<file path="config.mk">
export PLATFORM = sky130hd
export DESIGN_NAME = jtag_user_cmd
export DESIGN_NICKNAME = d
export VERILOG_FILES = /design/src/rtl/jtag_user_cmd.sv
export SDC_FILE = /design/constraint.sdc
export NUM_CORES = 1
export LEC_CHECK = 0
export BUFFER_PORTS_ARGS = -buffer_cell sky130_fd_sc_hd__clkbuf_2
export CAP_MARGIN = 40
export CORE_MARGIN = 5
export CORE_UTILIZATION = 43
export CTS_CLUSTER_SIZE = 20
export DETAILED_ROUTE_END_ITERATION = 16
export PLACE_DENSITY = 0.74
export SLEW_MARGIN = 10
export SYNTH_ARGS = -nofsm -noshare
export SYNTH_HDL_FRONTEND = slang
export SYNTH_SLANG_ARGS = --single-unit
</file>
<file path="constraint.sdc">
create_clock -name CLKCMS -period 3.55 [get_ports CLKCMS]
set_input_delay 0.355 -clock CLKCMS [delete_from_list [all_inputs] [get_ports CLKCMS]]
set_output_delay 0.355 -clock CLKCMS [all_outputs]
set_load 0.05 [all_outputs]
</file>
<file path="src/rtl/jtag_user_cmd.sv">
// -----------------------------------------------------------------------------
// jtag_user_cmd
//
// JTAG user-register command block for the DMB controller (CLKCMS domain).
// The raw BSCAN user-chain signals come from the TCK domain. They are
// synchronised into CLKCMS and edge-detected. An 8-bit function code is
// shifted on USER1 and a data word on USER2. The function code then drives
// calibration delay loads, trigger-rate loads, default restore, random-trigger
// enable toggling and fixed-length trigger bursts.
//
// Ports
//   CLKCMS        in   system clock (40 MHz)
//   RST           in   synchronous active-high reset
//   JDRCK         in   BSCAN data clock (TCK-gated), asynchronous
//   JSEL1/JSEL2   in   USER1 / USER2 selected
//   JSHIFT        in   TAP in Shift-DR
//   JCAPTURE      in   TAP in Capture-DR
//   JUPDATE       in   TAP in Update-DR
//   JTDI          in   serial data in
//   STATUS[15:0]  in   status word for readback (only with STATUS_RDBK_EN)
//   JTDO          out  registered LSB of the selected shift register
//   FUNC[7:0]     out  current function code
//   INJDLY[4:0]   out  inject delay
//   EXTDLY[4:0]   out  external-pulse delay
//   CALL1ADLY[4:0] out calibration L1A delay
//   CALLCTDLY[3:0] out calibration LCT delay
//   TRGRATE[17:0] out  random-trigger period (pulse every TRGRATE+1 cycles)
//   RTRG_EN       out  random triggers enabled
//   RTRG          out  one-cycle trigger pulse (random OR burst)
//   BURST_ACTIVE  out  burst in progress
//
// Optional feature macro: STATUS_RDBK_EN
//   When defined, adds the STATUS input. A USER2 capture then loads STATUS
//   (FUNC 0x03) or the current delay / rate register (FUNC 0x11 / 0x13),
//   right-aligned, so it can be read back on JTDO. When undefined, a USER2
//   capture always clears sr2.
//
// TCK must be no faster than CLKCMS/4 so that every JDRCK level is seen by
// the synchronisers for at least two CLKCMS cycles.
// -----------------------------------------------------------------------------
module jtag_user_cmd #(
  parameter int BURST_LEN = 16,
  parameter int BURST_GAP = 8
) (
  input  logic        CLKCMS,
  input  logic        RST,
  input  logic        JDRCK,
  input  logic        JSEL1,
  input  logic        JSEL2,
  input  logic        JSHIFT,
  input  logic        JCAPTURE,
  input  logic        JUPDATE,
  input  logic        JTDI,
`ifdef STATUS_RDBK_EN
  input  logic [15:0] STATUS,
`endif
  output logic        JTDO,
  output logic [7:0]  FUNC,
  output logic [4:0]  INJDLY,
  output logic [4:0]  EXTDLY,
  output logic [4:0]  CALL1ADLY,
  output logic [3:0]  CALLCTDLY,
  output logic [17:0] TRGRATE,
  output logic        RTRG_EN,
  output logic        RTRG,
  output logic        BURST_ACTIVE
);

  localparam logic [7:0]  FN_STATUS  = 8'h03;
  localparam logic [7:0]  FN_DEFAULT = 8'h02;
  localparam logic [7:0]  FN_DELAYS  = 8'h11;
  localparam logic [7:0]  FN_RATE    = 8'h13;
  localparam logic [7:0]  FN_RTRG_TG = 8'h14;
  localparam logic [7:0]  FN_BURST   = 8'h20;
  localparam logic [17:0] RATE_DFLT  = 18'h3FFFF;

  localparam int BCW = $clog2(BURST_LEN + 1);
  localparam int GW  = (BURST_GAP > 2) ? $clog2(BURST_GAP) : 1;

  // ---------------------------------------------------------------------------
  // Synchronisers. Stages [1:0] form the 2-FF synchroniser. Stage [2] is only
  // kept on the signals whose rising edge is used.
  // ---------------------------------------------------------------------------
  logic [2:0] drck_sr, cap_sr, upd_sr;
  logic [1:0] sel1_sr, sel2_sr, shift_sr, tdi_sr;

  always_ff @(posedge CLKCMS) begin
    if (RST) begin
      drck_sr  <= '0;
      cap_sr   <= '0;
      upd_sr   <= '0;
      sel1_sr  <= '0;
      sel2_sr  <= '0;
      shift_sr <= '0;
      tdi_sr   <= '0;
    end else begin
      drck_sr  <= {drck_sr[1:0], JDRCK};
      cap_sr   <= {cap_sr[1:0],  JCAPTURE};
      upd_sr   <= {upd_sr[1:0],  JUPDATE};
      sel1_sr  <= {sel1_sr[0],   JSEL1};
      sel2_sr  <= {sel2_sr[0],   JSEL2};
      shift_sr <= {shift_sr[0],  JSHIFT};
      tdi_sr   <= {tdi_sr[0],    JTDI};
    end
  end

  logic drck_re, cap_re, upd_re, sel1_s, sel2_s, shift_s, tdi_s;
  assign drck_re = drck_sr[1] & ~drck_sr[2];
  assign cap_re  = cap_sr[1]  & ~cap_sr[2];
  assign upd_re  = upd_sr[1]  & ~upd_sr[2];
  assign sel1_s  = sel1_sr[1];
  assign sel2_s  = sel2_sr[1];
  assign shift_s = shift_sr[1];
  assign tdi_s   = tdi_sr[1];

  // ---------------------------------------------------------------------------
  // Shift registers and JTDO
  // ---------------------------------------------------------------------------
  logic [7:0]  sr1;
  logic [31:0] sr2;
  logic [31:0] cap_val;

  always_comb begin
    cap_val = '0;
`ifdef STATUS_RDBK_EN
    case (FUNC)
      FN_STATUS: cap_val = {16'b0, STATUS};
      FN_DELAYS: cap_val = {13'b0, INJDLY, EXTDLY, CALL1ADLY, CALLCTDLY};
      FN_RATE:   cap_val = {14'b0, TRGRATE};
      default:   cap_val = '0;
    endcase
`endif
  end

  always_ff @(posedge CLKCMS) begin
    if (RST) begin
      sr1  <= '0;
      sr2  <= '0;
      JTDO <= 1'b0;
    end else begin
      if (drck_re && sel1_s && shift_s)
        sr1 <= {tdi_s, sr1[7:1]};
      // Capture takes priority. The TAP never captures and shifts in the
      // same DRCK period anyway.
      if (cap_re && sel2_s)
        sr2 <= cap_val;
      else if (drck_re && sel2_s && shift_s)
        sr2 <= {tdi_s, sr2[31:1]};
      JTDO <= sel1_s ? sr1[0] : (sel2_s ? sr2[0] : 1'b0);
    end
  end

  // ---------------------------------------------------------------------------
  // Command / register control, random trigger and burst generator
  // ---------------------------------------------------------------------------
  logic             cmd_go;     // one cycle after a USER1 update
  logic [17:0]      rnd_cnt;
  logic [BCW-1:0]   burst_cnt;  // pulses already issued in this burst
  logic [GW-1:0]    gap_cnt;
  logic             rnd_hit;
  logic             burst_fire;

  assign rnd_hit    = RTRG_EN && (rnd_cnt == TRGRATE);
  assign burst_fire = BURST_ACTIVE && (burst_cnt != BCW'(BURST_LEN)) &&
                      (gap_cnt == '0);

  always_ff @(posedge CLKCMS) begin
    if (RST) begin
      cmd_go       <= 1'b0;
      FUNC         <= '0;
      INJDLY       <= '0;
      EXTDLY       <= '0;
      CALL1ADLY    <= '0;
      CALLCTDLY    <= '0;
      TRGRATE      <= RATE_DFLT;
      RTRG_EN      <= 1'b0;
      RTRG         <= 1'b0;
      BURST_ACTIVE <= 1'b0;
      rnd_cnt      <= '0;
      burst_cnt    <= '0;
      gap_cnt      <= '0;
    end else begin
      cmd_go <= upd_re & sel1_s;

      // USER1 update wins if both selects were somehow active together.
      if (upd_re && sel1_s) begin
        FUNC <= sr1;
      end else if (upd_re && sel2_s) begin
        case (FUNC)
          FN_DELAYS: {INJDLY, EXTDLY, CALL1ADLY, CALLCTDLY} <= sr2[31:13];
          FN_RATE:   TRGRATE <= sr2[31:14];
          default:   ;
        endcase
      end

      // Random trigger counter: period is TRGRATE+1 cycles.
      if (!RTRG_EN)     rnd_cnt <= '0;
      else if (rnd_hit) rnd_cnt <= '0;
      else              rnd_cnt <= rnd_cnt + 18'd1;

      // Burst: a pulse whenever the gap counter is zero. After the last
      // pulse the burst closes on the following cycle.
      if (BURST_ACTIVE) begin
        if (burst_cnt == BCW'(BURST_LEN)) begin
          BURST_ACTIVE <= 1'b0;
        end else if (gap_cnt == '0) begin
          burst_cnt <= burst_cnt + BCW'(1);
          gap_cnt   <= GW'(BURST_GAP - 1);
        end else begin
          gap_cnt <= gap_cnt - GW'(1);
        end
      end

      RTRG <= rnd_hit | burst_fire;

      // Immediate commands override the generator updates above.
      if (cmd_go) begin
        case (FUNC)
          FN_DEFAULT: begin
            INJDLY       <= '0;
            EXTDLY       <= '0;
            CALL1ADLY    <= '0;
            CALLCTDLY    <= '0;
            TRGRATE      <= RATE_DFLT;
            RTRG_EN      <= 1'b0;
            BURST_ACTIVE <= 1'b0;
            burst_cnt    <= '0;
            gap_cnt      <= '0;
          end
          FN_RTRG_TG: RTRG_EN <= ~RTRG_EN;
          FN_BURST: begin
            if (!BURST_ACTIVE) begin
              BURST_ACTIVE <= 1'b1;
              burst_cnt    <= '0;
              gap_cnt      <= '0;
            end
          end
          default: ;
        endcase
      end
    end
  end

endmodule

</file>
### After elaboration in Yosys (flattened, before gate mapping)

Index checks and enable logic that the tools add are counted.

| cells by class | value |
|---|---|
| bitwise gates (word level) | 9 |
| divide/modulo/power cells | 0 |
| add/sub/neg operators | 3 |
| $lt $le $gt $ge | 0 |
| equal/unequal tests | 8 |
| $mul | 0 |
| multiplexer cells | 45 |
| shifts and indexed selects | 0 |
| reduce and logical (&&, ||, !) cells | 15 |

Operators with widths:

| kind | number |
|---|---|
| 5-bit 2-to-1 mux | 20 |
| 18-bit 2-to-1 mux | 5 |
| 8-bit by 5-bit == test with 1-bit output (second input constant) | 3 |
| 4-bit 2-to-1 mux | 5 |
| 18-bit by 1-bit adder with 18-bit output (second input constant) | 1 |
| 18-bit == test | 1 |
| 3-bit 2-to-1 mux | 5 |
| 1-bit logical AND | 10 |
| 5-bit case mux with 2 select lines | 1 |
| 8-bit by 2-bit == test with 1-bit output (second input constant) | 1 |
| 8-bit by 6-bit == test with 1-bit output (second input constant) | 1 |
| 1-bit 2-to-1 mux | 6 |
| 3-bit case mux with 2 select lines | 1 |
| 5-bit by 1-bit adder with 5-bit output (second input constant) | 1 |
| 5-bit == test (second input constant) | 1 |
| 5-bit inequality test (second input constant) | 1 |
| 1-bit AND | 4 |
| 1-bit inverter | 4 |
| 1-bit case mux with 2 select lines | 2 |
| 3-bit zero test | 1 |
| 3-bit OR reduction | 1 |
| 3-bit by 1-bit subtractor with 3-bit output (second input constant) | 1 |
| 2-bit AND reduction | 1 |
| 2-bit nonzero test | 1 |
| 2 further kinds | 2 |

| word-level totals | value |
|---|---|
| output and inout port bits | 49 |
| bits in latches | 0 |
| word-level logic and storage cells | 103 |
| memory bits (writable) | 0 |
| bits of input ports | 9 |
| register bits after elaboration | 133 |
| memories | 0 |
| bits in read-only memories | 0 |

### Logic depth before layout (Yosys ltp)

| logic depth | value |
|---|---|
| depth in word-level cells | 7 |
| gate-level depth with buffers | 8 |
| mapped depth without buffers | 7 |

### Worst setup path after synthesis

OpenSTA, ideal clock, no wires.

| timing | value |
|---|---|
| path kind | register to register |
| start point | reg TRGRATE[16] |
| end point | reg rnd_cnt[12] |
| data required time | 3418 ps |
| period minus slack after synthesis | 1936 ps |
| data arrival time | 1805 ps |
| buffers on the path | 1 |
| library setup time | 132 ps |
| setup slack | 1614 ps |
| cell stages (with the launch flop) | 7 |
| cells stage by stage | dfxtp_1 xor2_1 nor4_1 nand3_1 nor3_2 buf_2 nor3_1 |

| on the way | value |
|---|---|
| cells in the longest elaborated chain, start to end | 3 |

Ends and longest elaborated chain:

| what | line | source |
|---|---|---|
| start: declaration | 63 | `output logic [17:0] TRGRATE,` |
| start signal: assignment | 191 | `FN_RATE: TRGRATE <= sr2[31:14];` |
| 18-bit == test | 163 | `assign rnd_hit = RTRG_EN && (rnd_cnt == TRGRATE);` |
| 1-bit logical AND | 163 |  |
| 3-bit OR reduction (no source line) | -- |  |
| end signal: assignment | 199 | `else rnd_cnt <= rnd_cnt + 18'd1;` |
| end: declaration | 157 | `logic [17:0] rnd_cnt;` |

No other way between the ends.
A chain may end at the register's enable or synchronous reset.

### Final worst setup path

| timing | value |
|---|---|
| start point | reg upd_sr[1] |
| end point | reg TRGRATE[15] |

| on the way | value |
|---|---|
| cells in the longest elaborated chain, start to end | 6 |
| elaborated cells between the ends (all ways) | 7 |
| classes of those cells | mux: 4; bitwise: 1; reduce/logical: 2 |

Ends and longest elaborated chain:

| what | line | source |
|---|---|---|
| start: declaration | 84 | `logic [2:0] drck_sr, cap_sr, upd_sr;` |
| start signal: assignment | 99 | `upd_sr <= {upd_sr[1:0], JUPDATE};` |
| 1-bit AND (*) | 110 | `assign upd_re = upd_sr[1] & ~upd_sr[2];` |
| 1-bit logical AND | 188 | `end else if (upd_re && sel2_s) begin` |
| 18-bit 2-to-1 mux | 188 |  |
| 18-bit 2-to-1 mux (*) | 186 | `if (upd_re && sel1_s) begin` |
| 18-bit 2-to-1 mux | 218 | `case (FUNC)` |
| 18-bit 2-to-1 mux (*) | 217 | `if (cmd_go) begin` |

Mark *: on every way between the ends. The rest lies on a longest branch, timed or not.

==> flow_results.org <==
** Run status
- The run finished with clean final reports.

** Final layout
- Commonest non-fill, non-tap cell in the layout :: sky130_fd_sc_hd__dfxtp_1
- Area overhead of the layout relative to synthesis :: 19.3%
- Of the cells placed in the final design, the portion with a size suffix greater than 1 is 15.4%.
- Fraction of the core area covered by cells at the end of the flow :: 52.9%
- Net count, final :: 637
- Diodes inserted :: 0
- Fill cells in the final layout number 1021.
- Leading cell types in the layout, fill and taps excluded :: sky130_fd_sc_hd__dfxtp_1 (133), sky130_fd_sc_hd__nand2_1 (124), sky130_fd_sc_hd__clkbuf_2 (57)

** Floorplan
- Top-Level Pins :: 58
- After floorplanning, the core was divided into 39 placement rows.
- Die X-Extent :: roughly 120 um
- The die covers between 10000 and 15000 um^2.
- The floorplan step defined a core boundary enclosing 11600 um^2.
- The die is about 120 um tall.
- Effective utilization at floorplan :: 44.3%

** Drt
- Routed Antenna Nets :: 0
- Detailed Route Iter0 Violations :: approximately 350
- The routed layout has 4001 vias.
- Ratio of routed vias to standard cells :: slightly above 5
- After detailed routing, the total wire length is 11.0 mm.
- First-pass iteration count of the detailed router :: 7
- For this run, design rule violations remaining after detail routing come to 0.
- After detailed routing, the average wire length per cell comes to approximately 14 um.

** STA
- Slew Limit Fails :: 0
- RSZ-0062 raised after global routing :: false
- At the pin with the least slew margin, the transition time is 0.825 ns.
- The final number of hold-violating endpoints is 0.
- Setup-violating endpoint count in the final report :: 0
- In the final timing run, aggregate negative setup slack is 0 ns.
- Final worst-path cycle share :: 57.2%
- Worst relative slew slack :: 45.0%
- On the final layout, the worst clock skew is 0.0176 ns.
- Post-layout minimum cycle time :: 2.03 ns
- Maximum frequency from static timing analysis :: 493 MHz

** Clocking
- CTS clock-pin slew for the worst setup and hold paths :: 0.05 ns
- Clock root buffer :: sky130_fd_sc_hd__clkbuf_16
- After clock tree synthesis, the setup repair step added 0 buffers.
- CTS saw 133 sinks.
- Clock latency on the worst-skew pair, taken at its later pin, is between 0.4 and 0.5 ns.
- Once the clock tree was built, the resizer swapped 0 gates to a different size.
- TritonCTS built the clock tree.
- The number of hold buffers added after CTS was 0.
- Clock tree synthesis inserted a total of 17 buffers.
- The clock tree synthesis step divided the H-tree into 4 levels.
- Max clock buf depth :: 2

** Pwr
- Static power due to leakage :: about 2.3 nW
- IR analysis of the VDD net gives a maximum drop of approximately 0.00034 V.
- Power Density :: between 500 and 600 nW/um^2
- Post-layout total power :: 0.00328 W

** Worst hold path
- WHS Path Cells :: 2
- The worst hold path belongs to the class primary input to flop.
- Worst hold path startpoint :: JDRCK

** Global route
- Entering global routing, the biggest net connects 45 pins.
- Wire length of the first global-routing pass :: roughly 19 mm
- Number of antenna violations at the first check in global routing :: 0
- Via count of the first global-routing pass :: 3876
- Global routing finished with a remaining overflow of 0.
- GRT Util Overall :: 16.4%

** Critical path
- Cells along the critical path :: nor2b_1 -> nand4_1 -> or3_1 -> buf_8 -> mux2i_1 -> nand2_1
- Path type of the worst setup path :: flop to flop
- Required time worst endpoint :: between 3 and 4 ns
- Minimum setup slack among reg-to-reg paths :: 1.52 ns
- The most critical setup path has its startpoint at upd_sr[1]$_SDFF_PP0_.
- In this design, the stage delay of the slowest critical-path cell is 0.49 ns.
- Worst reg2reg path endpoint :: TRGRATE[15]$_SDFF_PP1_
- The critical path ends at TRGRATE[15]$_SDFF_PP1_.
- Critical path arrival :: 2.34 ns
- The worst setup path is captured at a flop.
- Slowest stage cell, crit path :: sky130_fd_sc_hd__nor2b_1
- STA classifies the critical path startpoint as a flop.
- Startpoint of the worst register-to-register path :: upd_sr[1]$_SDFF_PP0_
- Of all nets on the critical path, the largest fanout is 17.
- Counting cells, the worst reg-to-reg path comes to 6.

** Logic synthesis
- Share of the yosys chip area belonging to registers :: a little over 50%
- Synthesized area divided by synthesized cell count :: 8.98 um^2
- The mapped netlist covers 5130 um^2.
- The number of nets handed over by synthesis was 585.
- Yosys reg bits :: 133
- Number of different library cells in the post-synthesis netlist :: 38
- During synthesis, Yosys emitted a total of 0 warnings.
- The cell count after synthesis came out at 571.

** Placed design
- Count of buffers inserted at the top-level ports :: 57
- Half-perimeter wire length after placement :: 7.79 mm
- At the end of routability-driven placement, the weighted congestion stood at 0.789.

** Job
- Across the run, the number of max-cap violations was 0.
[flip-flops by register name, summed over array words and instances (netlist names), 4 cells and up]
signal	cells
CALLCTDLY	4
burst_cnt	5
sr1	8
sr2	32
CALL1ADLY	5
EXTDLY	5
FUNC	8
TRGRATE	18
rnd_cnt	18
INJDLY	5
[layout make-up]
type,count,area (um^2),area share (%)
tap,143,179,2.92
timing repair buffer,63,357,5.83
clock inverter,10,130,2.13
multi-input combinational,401,2300,37.6
sequential,133,2660,43.5
clock buffer,21,460,7.53
inverter,7,26.3,0.429
[power breakdown]
part	internal [W]	total (W)	leakage, nW	switching [W]
clock network	0.00113	0.00174	0.288	0.000612
logic	0.0000107	0.0000355	0.934	0.0000248
registers	0.00150	0.00151	1.07	0.00000410
total	0.00264	0.00328	2.30	0.000640
[stage by stage]
stage	setup slack (ns)	cell area (um^2)	cells	hold WS (ns)
floorplan	1.61	5130	571	0.414
global placement	1.40	5470	743	0.417
detailed placement	1.53	5530	747	0.426
CTS	1.50	6120	778	0.126
global route	1.25	6120	778	0.127
finish	1.52	6120	778	0.142
[routing by layer]
metal,track usage (%),share of wire [%]
met5,0,0
met1,19.2,45
met2,26.2,47
met3,6.78,5.9
met4,7.39,1.6
[worst min-delay path by stage]
stage	to	slack [ns]
floorplan	cap_sr[1]$_SDFF_PP0_	0.41
global placement	drck_sr[1]$_SDFF_PP0_	0.42
detailed placement	cap_sr[1]$_SDFF_PP0_	0.43
CTS	drck_sr[0]$_SDFF_PP0_	0.13
global route	drck_sr[0]$_SDFF_PP0_	0.13
finish	drck_sr[0]$_SDFF_PP0_	0.14
[cell usage after synthesis]
library cell / n / area [um^2]
sky130_fd_sc_hd__mux2i_1: 39 / 390
sky130_fd_sc_hd__o21a_1: 1 / 7.51
sky130_fd_sc_hd__xnor2_1: 18 / 158
sky130_fd_sc_hd__ha_1: 5 / 62.6
sky130_fd_sc_hd__a31oi_1: 1 / 6.26
sky130_fd_sc_hd__nor4b_1: 1 / 8.76
sky130_fd_sc_hd__o21bai_1: 1 / 7.51
sky130_fd_sc_hd__nor4_1: 4 / 25.0
sky130_fd_sc_hd__nor2b_1: 22 / 138
sky130_fd_sc_hd__nor3_4: 1 / 16.3
sky130_fd_sc_hd__or2_2: 1 / 6.26
sky130_fd_sc_hd__nand4_1: 6 / 37.5
sky130_fd_sc_hd__nor2_1: 39 / 146
sky130_fd_sc_hd__inv_1: 7 / 26.3
sky130_fd_sc_hd__nor3_1: 26 / 130
sky130_fd_sc_hd__buf_6: 2 / 22.5
sky130_fd_sc_hd__dfxtp_1: 133 / 2660
sky130_fd_sc_hd__xor2_1: 19 / 166
sky130_fd_sc_hd__a21oi_1: 51 / 255
sky130_fd_sc_hd__nand3_1: 18 / 90.1
sky130_fd_sc_hd__and4_1: 2 / 17.5
sky130_fd_sc_hd__a31o_2: 1 / 8.76
sky130_fd_sc_hd__a211oi_1: 3 / 22.5
sky130_fd_sc_hd__nand3b_2: 1 / 11.3
sky130_fd_sc_hd__nand2b_1: 3 / 18.8
sky130_fd_sc_hd__nor3b_1: 2 / 15.0
sky130_fd_sc_hd__buf_4: 2 / 15.0
sky130_fd_sc_hd__clkbuf_1: 22 / 82.6
sky130_fd_sc_hd__o211ai_1: 2 / 15.0
sky130_fd_sc_hd__nor3_2: 1 / 10.0
sky130_fd_sc_hd__nor4bb_1: 1 / 10.0
sky130_fd_sc_hd__or3_1: 2 / 12.5
sky130_fd_sc_hd__and3_1: 1 / 6.26
sky130_fd_sc_hd__nand2_1: 124 / 465
sky130_fd_sc_hd__buf_2: 4 / 20.0
sky130_fd_sc_hd__o22ai_1: 1 / 6.26
sky130_fd_sc_hd__o31a_1: 1 / 8.76
sky130_fd_sc_hd__and2_1: 3 / 18.8
[worst max-delay path, delay by kind of cell, from the launching register on]
family / cells / cell delay, ns
simple gates: 4 / 1.23
flops: 1 / 0.31
buf+inv: 1 / 0.20
mux: 1 / 0.18
[logic make-up after synthesis]
| logic type | share of synthesized area, % |
|---|---|
| AND/OR/NAND/NOR | 23.1 |
| flip-flops | 51.9 |
| AO/OA/AOI/OAI | 6.59 |
| multiplexers | 7.61 |
| XOR/XNOR | 6.32 |
| buffers and inverters | 3.25 |
| adder cells (fa/ha/maj) | 1.22 |
Power figures use the tool's default switching activity.
